**config.mk**
```make
export PLATFORM = sky130hd
export DESIGN_NAME = pcpi_initiator
export DESIGN_NICKNAME = d
export VERILOG_FILES = /design/src/rtl/pcpi_pkg.sv /design/src/rtl/pcpi_timeout_ctr.sv /design/src/rtl/pcpi_initiator.sv
export SDC_FILE = /design/constraint.sdc
export NUM_CORES = 1
export LEC_CHECK = 0
export ABC_AREA = 1
export BUFFER_PORTS_ARGS = -buffer_cell sky130_fd_sc_hd__buf_2
export CAP_MARGIN = 20
export CORE_UTILIZATION = 40
export CTS_CLUSTER_DIAMETER = 120
export CTS_CLUSTER_SIZE = 40
export DETAILED_ROUTE_END_ITERATION = 16
export MAX_ROUTING_LAYER = met4
export PLACE_DENSITY = 0.69
export SLEW_MARGIN = 10
export SYNTH_ARGS = -nofsm -noshare
export SYNTH_HDL_FRONTEND = slang
export SYNTH_SLANG_ARGS = --single-unit
```
**constraint.sdc**
```tcl
create_clock -name clk -period 1.2 [get_ports clk]
set_input_delay 0.24 -clock clk [delete_from_list [all_inputs] [get_ports clk]]
set_output_delay 0.24 -clock clk [all_outputs]
set_load 0.1 [all_outputs]
```
**src/rtl/pcpi_pkg.sv**
```systemverilog
// Shared PCPI definitions: FSM state type, custom-0 opcode and accelerator funct3 codes,
// and the default unclaimed-instruction timeout.
package pcpi_pkg;

   typedef enum logic [1:0] {
      IDLE  = 2'd0,
      ISSUE = 2'd1,
      RESP  = 2'd2
   } pcpi_state_e;

   localparam logic [6:0] OPC_CUSTOM0 = 7'b0001011;

   localparam logic [2:0] F3_SIGMA0 = 3'd0;
   localparam logic [2:0] F3_SIGMA1 = 3'd1;
   localparam logic [2:0] F3_SSIG0  = 3'd2;
   localparam logic [2:0] F3_SSIG1  = 3'd3;

   localparam int unsigned PCPI_DEFAULT_TIMEOUT = 16;

   function automatic logic is_custom0(input logic [31:0] insn);
      return insn[6:0] == OPC_CUSTOM0;
   endfunction

endpackage

```
**src/rtl/pcpi_timeout_ctr.sv**
```systemverilog
// Counts consecutive un-waited ISSUE cycles; expired_o flags the cycle whose count
// reaches TIMEOUT_CYCLES so the initiator can leave ISSUE on that same edge.
module pcpi_timeout_ctr #(
   parameter int unsigned TIMEOUT_CYCLES = 16
) (
   input  logic clk,
   input  logic resetn,
   input  logic clear_i,
   input  logic inc_i,
   input  logic wait_i,
   output logic expired_o
);

   localparam int unsigned CW = $clog2(TIMEOUT_CYCLES + 1);
   localparam logic [CW-1:0] LIMIT    = CW'(TIMEOUT_CYCLES);
   localparam logic [CW-1:0] LIMIT_M1 = CW'(TIMEOUT_CYCLES - 1);

   logic [CW-1:0] cnt_q;
   logic [CW-1:0] cnt_d;

   always_comb begin
      cnt_d = cnt_q;
      if (clear_i) begin
         cnt_d = '0;
      end else if (inc_i) begin
         if (wait_i) begin
            cnt_d = '0;
         end else if (cnt_q < LIMIT) begin
            cnt_d = cnt_q + 1'b1;
         end
      end
   end

   always_ff @(posedge clk) begin
      if (!resetn) begin
         cnt_q <= '0;
      end else begin
         cnt_q <= cnt_d;
      end
   end

   assign expired_o = inc_i && !wait_i && (cnt_q >= LIMIT_M1);

endmodule

```
**src/rtl/pcpi_initiator.sv**
```systemverilog
// PCPI master: one request in flight, valid/ready request and response ports.
// Define PCPI_INIT_TIMEOUT_EN to add the unclaimed-instruction timeout and rsp_err path.
module pcpi_initiator
   import pcpi_pkg::*;
#(
   parameter int unsigned TIMEOUT_CYCLES = PCPI_DEFAULT_TIMEOUT
) (
   input  logic        clk,
   input  logic        resetn,
   input  logic        req_valid,
   output logic        req_ready,
   input  logic [31:0] req_insn,
   input  logic [31:0] req_rs1,
   input  logic [31:0] req_rs2,
   output logic        rsp_valid,
   input  logic        rsp_ready,
   output logic [31:0] rsp_data,
   output logic        rsp_wr,
   output logic        rsp_err,
   output logic        pcpi_valid,
   output logic [31:0] pcpi_insn,
   output logic [31:0] pcpi_rs1,
   output logic [31:0] pcpi_rs2,
   input  logic        pcpi_wr,
   input  logic [31:0] pcpi_rd,
   input  logic        pcpi_wait,
   input  logic        pcpi_ready
);

   pcpi_state_e state_q;
   logic        req_ready_q;
   logic        pcpi_valid_q;
   logic [31:0] pcpi_insn_q;
   logic [31:0] pcpi_rs1_q;
   logic [31:0] pcpi_rs2_q;
   logic        rsp_valid_q;
   logic [31:0] rsp_data_q;
   logic        rsp_wr_q;
   logic        rsp_err_q;
   logic        expired;

`ifdef PCPI_INIT_TIMEOUT_EN
   pcpi_timeout_ctr #(
      .TIMEOUT_CYCLES(TIMEOUT_CYCLES)
   ) u_timeout (
      .clk      (clk),
      .resetn   (resetn),
      .clear_i  (state_q == IDLE),
      .inc_i    ((state_q == ISSUE) && !pcpi_ready),
      .wait_i   (pcpi_wait),
      .expired_o(expired)
   );
`else
   logic wait_unused;
   assign wait_unused = pcpi_wait;
   assign expired     = 1'b0;
`endif

   always_ff @(posedge clk) begin
      if (!resetn) begin
         state_q      <= IDLE;
         req_ready_q  <= 1'b1;
         pcpi_valid_q <= 1'b0;
         pcpi_insn_q  <= '0;
         pcpi_rs1_q   <= '0;
         pcpi_rs2_q   <= '0;
         rsp_valid_q  <= 1'b0;
         rsp_data_q   <= '0;
         rsp_wr_q     <= 1'b0;
         rsp_err_q    <= 1'b0;
      end else begin
         unique case (state_q)
            IDLE: begin
               if (req_valid) begin
                  pcpi_insn_q  <= req_insn;
                  pcpi_rs1_q   <= req_rs1;
                  pcpi_rs2_q   <= req_rs2;
                  pcpi_valid_q <= 1'b1;
                  req_ready_q  <= 1'b0;
                  state_q      <= ISSUE;
               end
            end
            ISSUE: begin
               // ready is checked first so it wins over a coincident timeout
               if (pcpi_ready) begin
                  rsp_data_q   <= pcpi_rd;
                  rsp_wr_q     <= pcpi_wr;
                  rsp_err_q    <= 1'b0;
                  rsp_valid_q  <= 1'b1;
                  pcpi_valid_q <= 1'b0;
                  state_q      <= RESP;
               end else if (expired) begin
                  rsp_data_q   <= '0;
                  rsp_wr_q     <= 1'b0;
                  rsp_err_q    <= 1'b1;
                  rsp_valid_q  <= 1'b1;
                  pcpi_valid_q <= 1'b0;
                  state_q      <= RESP;
               end
            end
            RESP: begin
               if (rsp_ready) begin
                  rsp_valid_q <= 1'b0;
                  req_ready_q <= 1'b1;
                  state_q     <= IDLE;
               end
            end
            default: begin
               state_q <= IDLE;
            end
         endcase
      end
   end

   assign req_ready  = req_ready_q;
   assign pcpi_valid = pcpi_valid_q;
   assign pcpi_insn  = pcpi_insn_q;
   assign pcpi_rs1   = pcpi_rs1_q;
   assign pcpi_rs2   = pcpi_rs2_q;
   assign rsp_valid  = rsp_valid_q;
   assign rsp_data   = rsp_data_q;
   assign rsp_wr     = rsp_wr_q;
   assign rsp_err    = rsp_err_q;

endmodule

```
==> qor.txt, run 1 <==
Slowest stage delay, CP: 0.36 ns
Row cnt: 42
Dominant cell type by area after synthesis: dfxtp_1
Initial Utilization: 0.418
Clk sinks: 134
Arrival time of the worst setup path: 0.96 ns
CTS tree: built
Crit share post-route: 0.998
Die Ht: 121 um
Slowest cell on crit path: dfxtp_2
Setup crit end kind: output port
GRT Total Usage: 0.247
Tmin final: 1.20 ns
Share of the synthesized area in the top cell type: 0.478
Max VDD drop: 959 uV
Per-cell routed wire length: 14.3 um
Clock transition at path regs: 0.06 ns
GPL Wtd Cong: 0.838
DR iter-0 viols: 309
Pins over their slew limit: 0
Final setup viols: 0
Worst-path fanout max: 2
Vias: 5942
Worst skew pair latency: 0.41 ns
Routed WL: 17.7 mm
CTS max path bufs: 2
Syn Area/Cell: 7.31 um2
ANT cells: 0
Die width: 121 um
Worst EP required: 0.96 ns
Maxcap violations: 0
Clock root cell: clkbuf_16
Vias in the first global route: 5663
Worst Setup Start Kind: flip-flop
Hold Fails Final Rpt: 0
NumNets Final: 1182
Initial antenna violation count: 0
Number of remaining DRC errors: 0
Synth warn: 0
HPWL Detailed: 12.2 mm
Core Region: 0.0135 mm2
Fmax: 835 MHz
Pwr/cell area: 1630 mW/mm2
Largest net degree at the start of global routing: 42
Setup_tns: 0 ns
Largest cells by area after synthesis: dfxtp_1, nand3b_1, nand2_1
Area after DPL: 0.00940 mm2
Cells after Synth: 768
Setup Slack @ Placement: 0.0143 ns
Cell area after synthesis: 0.00562 mm2
Hold buffer count at CTS: 0
Area growth syn-to-layout: 85.4%
Hold Crit Class: primary input to flip-flop
Netlist cell types: 15
Worst-path cell chain: buf_12
WS Path Type: flip-flop to output port
Cell family with most CP delay: flip-flops
Final cell count without fillers: 1236
Cells after DPL: 1180
Share of cells above drive strength 1: 0.464
Unrepaired setup endpoints after global routing: yes
Clock skew: 0.00488 ns
Vias/cell: 4.81
Buf+Inv Stages, Crit Path: 1
Design area: 0.0104 mm2
Slack of the critical path: 0.00287 ns
GRT Residual Overflow: 0
Post-synthesis sequential area ratio: 0.478
I/O Buffers: 265
First-pass GRT wire length: 27.2 mm
Leakage: 0.00489 uW
Die footprint: 0.0145 mm2
Yosys reg bits: 134
Status: finished, final reports clean
Post-DRT Antenna Nets: 0
Io pins: 268
Drt first pass iters: 5
H-tree depth: 4
Syn Nets: 903
Inserted Clock Buffers: 17
[metal layers]
metal	routed length, um	vias to the layer above	track usage
li1	-	2998	-
met1	7150	2694	0.265
met2	8800	225	0.426
met3	1370	25	0.0741
met4	344	0	0.0988
met5	0	-	-
[cell families (layout without fill, tap and decap cells)]
logic type	after synthesis	in the layout	synth area share
buf+inv	100	392	0.0766
simple gates	435	435	0.358
compound gates	98	98	0.0873
other cells	1	1	0.000668
flops	134	134	0.478
[final timing paths]
path                                    from                        end  slack (ns)  cells after the start
setup / recovery  pcpi_insn[27]$_SDFFE_PN0P_              pcpi_insn[27]       0.003                      1
hold / removal                   pcpi_rd[10]  rsp_data[10]$_SDFFE_PN0P_        0.05                      3
setup reg to reg     state_q[1]$_SDFFE_PN0P_  pcpi_rs1[24]$_SDFFE_PN0P_        0.03                      6
hold reg to reg       rsp_valid$_SDFFE_PN0P_     rsp_valid$_SDFFE_PN0P_        0.49                      2
[cells in the mapped netlist]
library cell,number
buf_4,6
nand4_1,1
inv_1,35
clkbuf_1,15
buf_1,18
nand3_1,2
nand2_1,169
nand3_2,1
buf_2,26
dfxtp_1,134
a21oi_1,98
nor2_2,1
nor2_1,164
nand3b_1,97
conb_1,1
[repair_timing]
action / in CTS / in global routing
hold endpoints to repair: 0 / 0
pin swaps: 0 / 0
setup buffers: 7 / 15
setup endpoints to repair: 116 / 225
cloned: 0 / 2
gates resized for setup: 100 / 10
[worst min-delay path: stages]
cell	delay [ns]
buf_2	0.07
nor2_1	0.03
nor2_1	0.08
[sequential cells by signal (all words and copies together) (netlist names)]
name        flops
pcpi_insn      32
state_q         2
rsp_valid       1
pcpi_rs1       32
rsp_data       32
rsp_wr          1
pcpi_rs2       32
req_ready       1
pcpi_valid      1
[through the flow]
step / total power [uW] / hold WS [ns] / util
after floorplan: 8870 / 0.375 / -
after global placement: 11200 / 0.460 / 0.699
after detailed placement: 11200 / 0.468 / 0.699
after CTS: 17000 / 0.0291 / 0.760
after global routing: 17600 / 0.0388 / 0.774
final: 17000 / 0.0459 / 0.774
[area by class of cell]
| cell class | count | area (um2) |
|---|---|---|
| Fill cell | 886 | 3040 |
| Multi-Input combinational cell | 534 | 2520 |
| Clock buffer | 22 | 464 |
| Sequential cell | 134 | 2870 |
| Clock inverter | 10 | 175 |
| Inverter | 35 | 131 |
| Tap cell | 176 | 220 |
| Timing Repair Buffer | 325 | 4040 |
[power by group]
group,switching [uW],internal (uW)
sequential,395,4920
combinational,3790,2250
clock,1870,3780
[layout by cell type, fill, tap and decap left out, drive strengths merged]
| cell type | instances |
|---|---|
| nand3b | 97 |
| nand2 | 169 |
| dfxtp | 134 |
| nor2 | 165 |
| bufinv | 5 |
| nand3 | 3 |
| inv | 35 |
| conb | 1 |
| nand4 | 1 |
| buf | 323 |
| clkinv | 5 |
| clkbuf | 24 |
| a21oi | 98 |
Note: power is estimated with default switching activity, not from simulation.
==> run 2, diff against run 1 <==
- BUFFER_PORTS_ARGS: -buffer_cell sky130_fd_sc_hd__buf_2 -> not set
- DONT_BUFFER_PORTS: not set -> 1
- PLACE_DENSITY: 0.69 -> 0.52
- REMOVE_ABC_BUFFERS: not set -> 1
==> run 2 against run 1 <==
The flow now finishes with violations (hold timing). Utilization shrank 7.9 points. Design area shrank 10%. Sequential power shrank 0.9%. Critical path depth is the same. Worst hold slack lost 0.11 ns. Global-route usage shrank 2.6 points. Die area is the same. Fmax grew 0.65%. Sequential share of layout area grew 3.0 points. Clock power shrank 17%.
==> qor.txt, run 2 (synthesized netlist as in run 1, its figures left out) <==
First-pass GRT wire length: 24.4 mm (-11%)
Number of remaining DRC errors: 0 (unchanged)
Worst EP required: 0.96 ns (about the same)
Met1 WL: 6.55 mm (-8.4%)
DR iter-0 viols: 273 (-12%)
Routed WL: 16.2 mm (-8.2%)
Worst-path fanout max: 2 (unchanged)
Worst Setup Start Kind: flip-flop
Highest-count cells in the layout ignoring fill and taps: nand2_1, nor2_1, buf_12
Filler cells: 996 (+12%)
Maxcap violations: 0 (unchanged)
Slowest cell on crit path: dfxtp_2
Slowest stage delay, CP: 0.36 ns (about the same)
GRT Total Usage: 0.221 (-0.0258)
Top routing layer in use: met4
Total Power: 15600 uW (-8.4%)
Unrepaired setup endpoints after global routing: yes
Clock root cell: clkbuf_16
HPWL Detailed: 10.9 mm (-11%)
Pins over their slew limit: 0 (unchanged)
Leakage: 0.00413 uW (-15%)
H-tree depth: 4 (unchanged)
Drt first pass iters: 6 (+1)
Cell family with most CP delay: flip-flops
CTS tree: built
Worst-path cell chain: buf_12
Share of cells above drive strength 1: 0.349 (-0.115)
Critical hold path startpoint: resetn
Arrival time of the worst setup path: 0.95 ns (about the same)
Setup crit end kind: output port
Reg2reg setup slack: 0.04 ns (about the same)
Per-cell routed wire length: 15.0 um (+5.2%)
Die width: 121 um (unchanged)
Die footprint: 0.0145 mm2 (unchanged)
CTS max path bufs: 2 (unchanged)
Initial Utilization: 0.418 (unchanged)
WS Path Type: flip-flop to output port
Pwr/cell area: 1660 mW/mm2 (+2.0%)
Clk sinks: 134 (unchanged)
I/O Buffers: 0 (-100%)
Final setup viols: 0 (unchanged)
Buf+Inv Stages, Crit Path: 1 (unchanged)
Die Ht: 121 um (unchanged)
Vias/cell: 4.96 (+3.3%)
Register area: 0.00285 mm2 (-0.44%)
Clock transition at path regs: 0.05 ns (about the same)
FF-to-FF Start: state_q[1]$_SDFFE_PN0P_
Hold Fails Final Rpt: 19 (+19)
Core Region: 0.0135 mm2 (unchanged)
GPL Wtd Cong: 0.790 (-5.7%)
Commonest non-fill, non-tap cell in the layout: nand2_1
Inserted Clock Buffers: 17 (unchanged)
Worst Hold Slack: -0.0598 ns (-0.106 ns)
Met3 routed WL: 1.34 mm (-2.2%)
Hold Crit Class: primary input to flip-flop
Largest net degree at the start of global routing: 194 (+360%)
Initial antenna violation count: 1 (+1)
Multi-input logic area: 0.00251 mm2 (-0.40%)
NumNets Final: 1027 (-13%)
Io pins: 268 (unchanged)
Area growth syn-to-layout: 66.5%
Fmax: 841 MHz (+0.65%)
Vias: 5356 (-9.9%)
Max VDD drop: 1000 uV (+4.7%)
Failing checks: hold timing
Worst skew pair latency: 0.41 ns (about the same)
Status: finished with violations
Tmin final: 1.19 ns (-0.00777 ns)
Post-DRT Antenna Nets: 0 (unchanged)
Routed wl met2: 8.07 mm (-8.3%)
Origin of the worst setup path: pcpi_rs1[6]$_SDFFE_PN0P_
Final Core Density: 0.695 (-0.0789)
Vias in the first global route: 5024 (-11%)
Clock skew: 0.00430 ns (-0.000576 ns)
Crit share post-route: 0.991 (-0.00648)
Row cnt: 42 (unchanged)
GRT Residual Overflow: 0 (unchanged)
==> run 2: final cells by class <==
| type | count | area share |
|---|---|---|
| Inverter | 35 | 0.0140 |
| Clock buffer | 24 | 0.0515 |
| Multi-Input combinational cell | 534 | 0.268 |
| Tap cell | 176 | 0.0235 |
| Antenna cell | 1 | 0.000268 |
| Timing Repair Buffer | 170 | 0.332 |
| Clock inverter | 5 | 0.00535 |
| Sequential cell | 134 | 0.305 |
==> run 2: through the flow <==
step	worst slack (ns)	cells	setup TNS (ns)	area, um2
floorplan	-3.33	703	-315.88	5320
global placement	0.0788	1028	0	8430
detailed placement	0.0539	1028	0	8430
CTS	-0.0111	1060	-0.0508	9150
global route	-0.0267	1079	-0.602	9350
finish	0.0106	1079	0	9350
==> run 2: worst paths after layout <==
path / end / cells after the start
min reg2reg: pcpi_rs1[7]$_SDFFE_PN0P_ / 2
max reg2reg: pcpi_insn[12]$_SDFFE_PN0P_ / 6
min: rsp_data[7]$_SDFFE_PN0P_ / 2
max: pcpi_rs1[6] / 1
==> run 2: per-layer routing <==
| layer | up-vias | global-route usage |
|---|---|---|
| met2 | 202 | 0.374 |
| met5 | - | - |
| met3 | 26 | 0.0703 |
| li1 | 2693 | - |
| met1 | 2435 | 0.242 |
| met4 | 0 | 0.0856 |
==> run 2: power by group <==
group / switching [uW] / internal, uW
Combinational: 3610 / 2000
Clock: 1740 / 2960
Sequential: 338 / 4920
Total: 5690 / 9880
==> run 2: what timing repair did <==
item,CTS,global route
gates resized for setup,133,4
hold buffers,2,14
endpoints found under the setup margin,132,103
endpoints found under the hold margin,134,85
buffers inserted,1,3
pin swaps,0,1
cloned,0,1
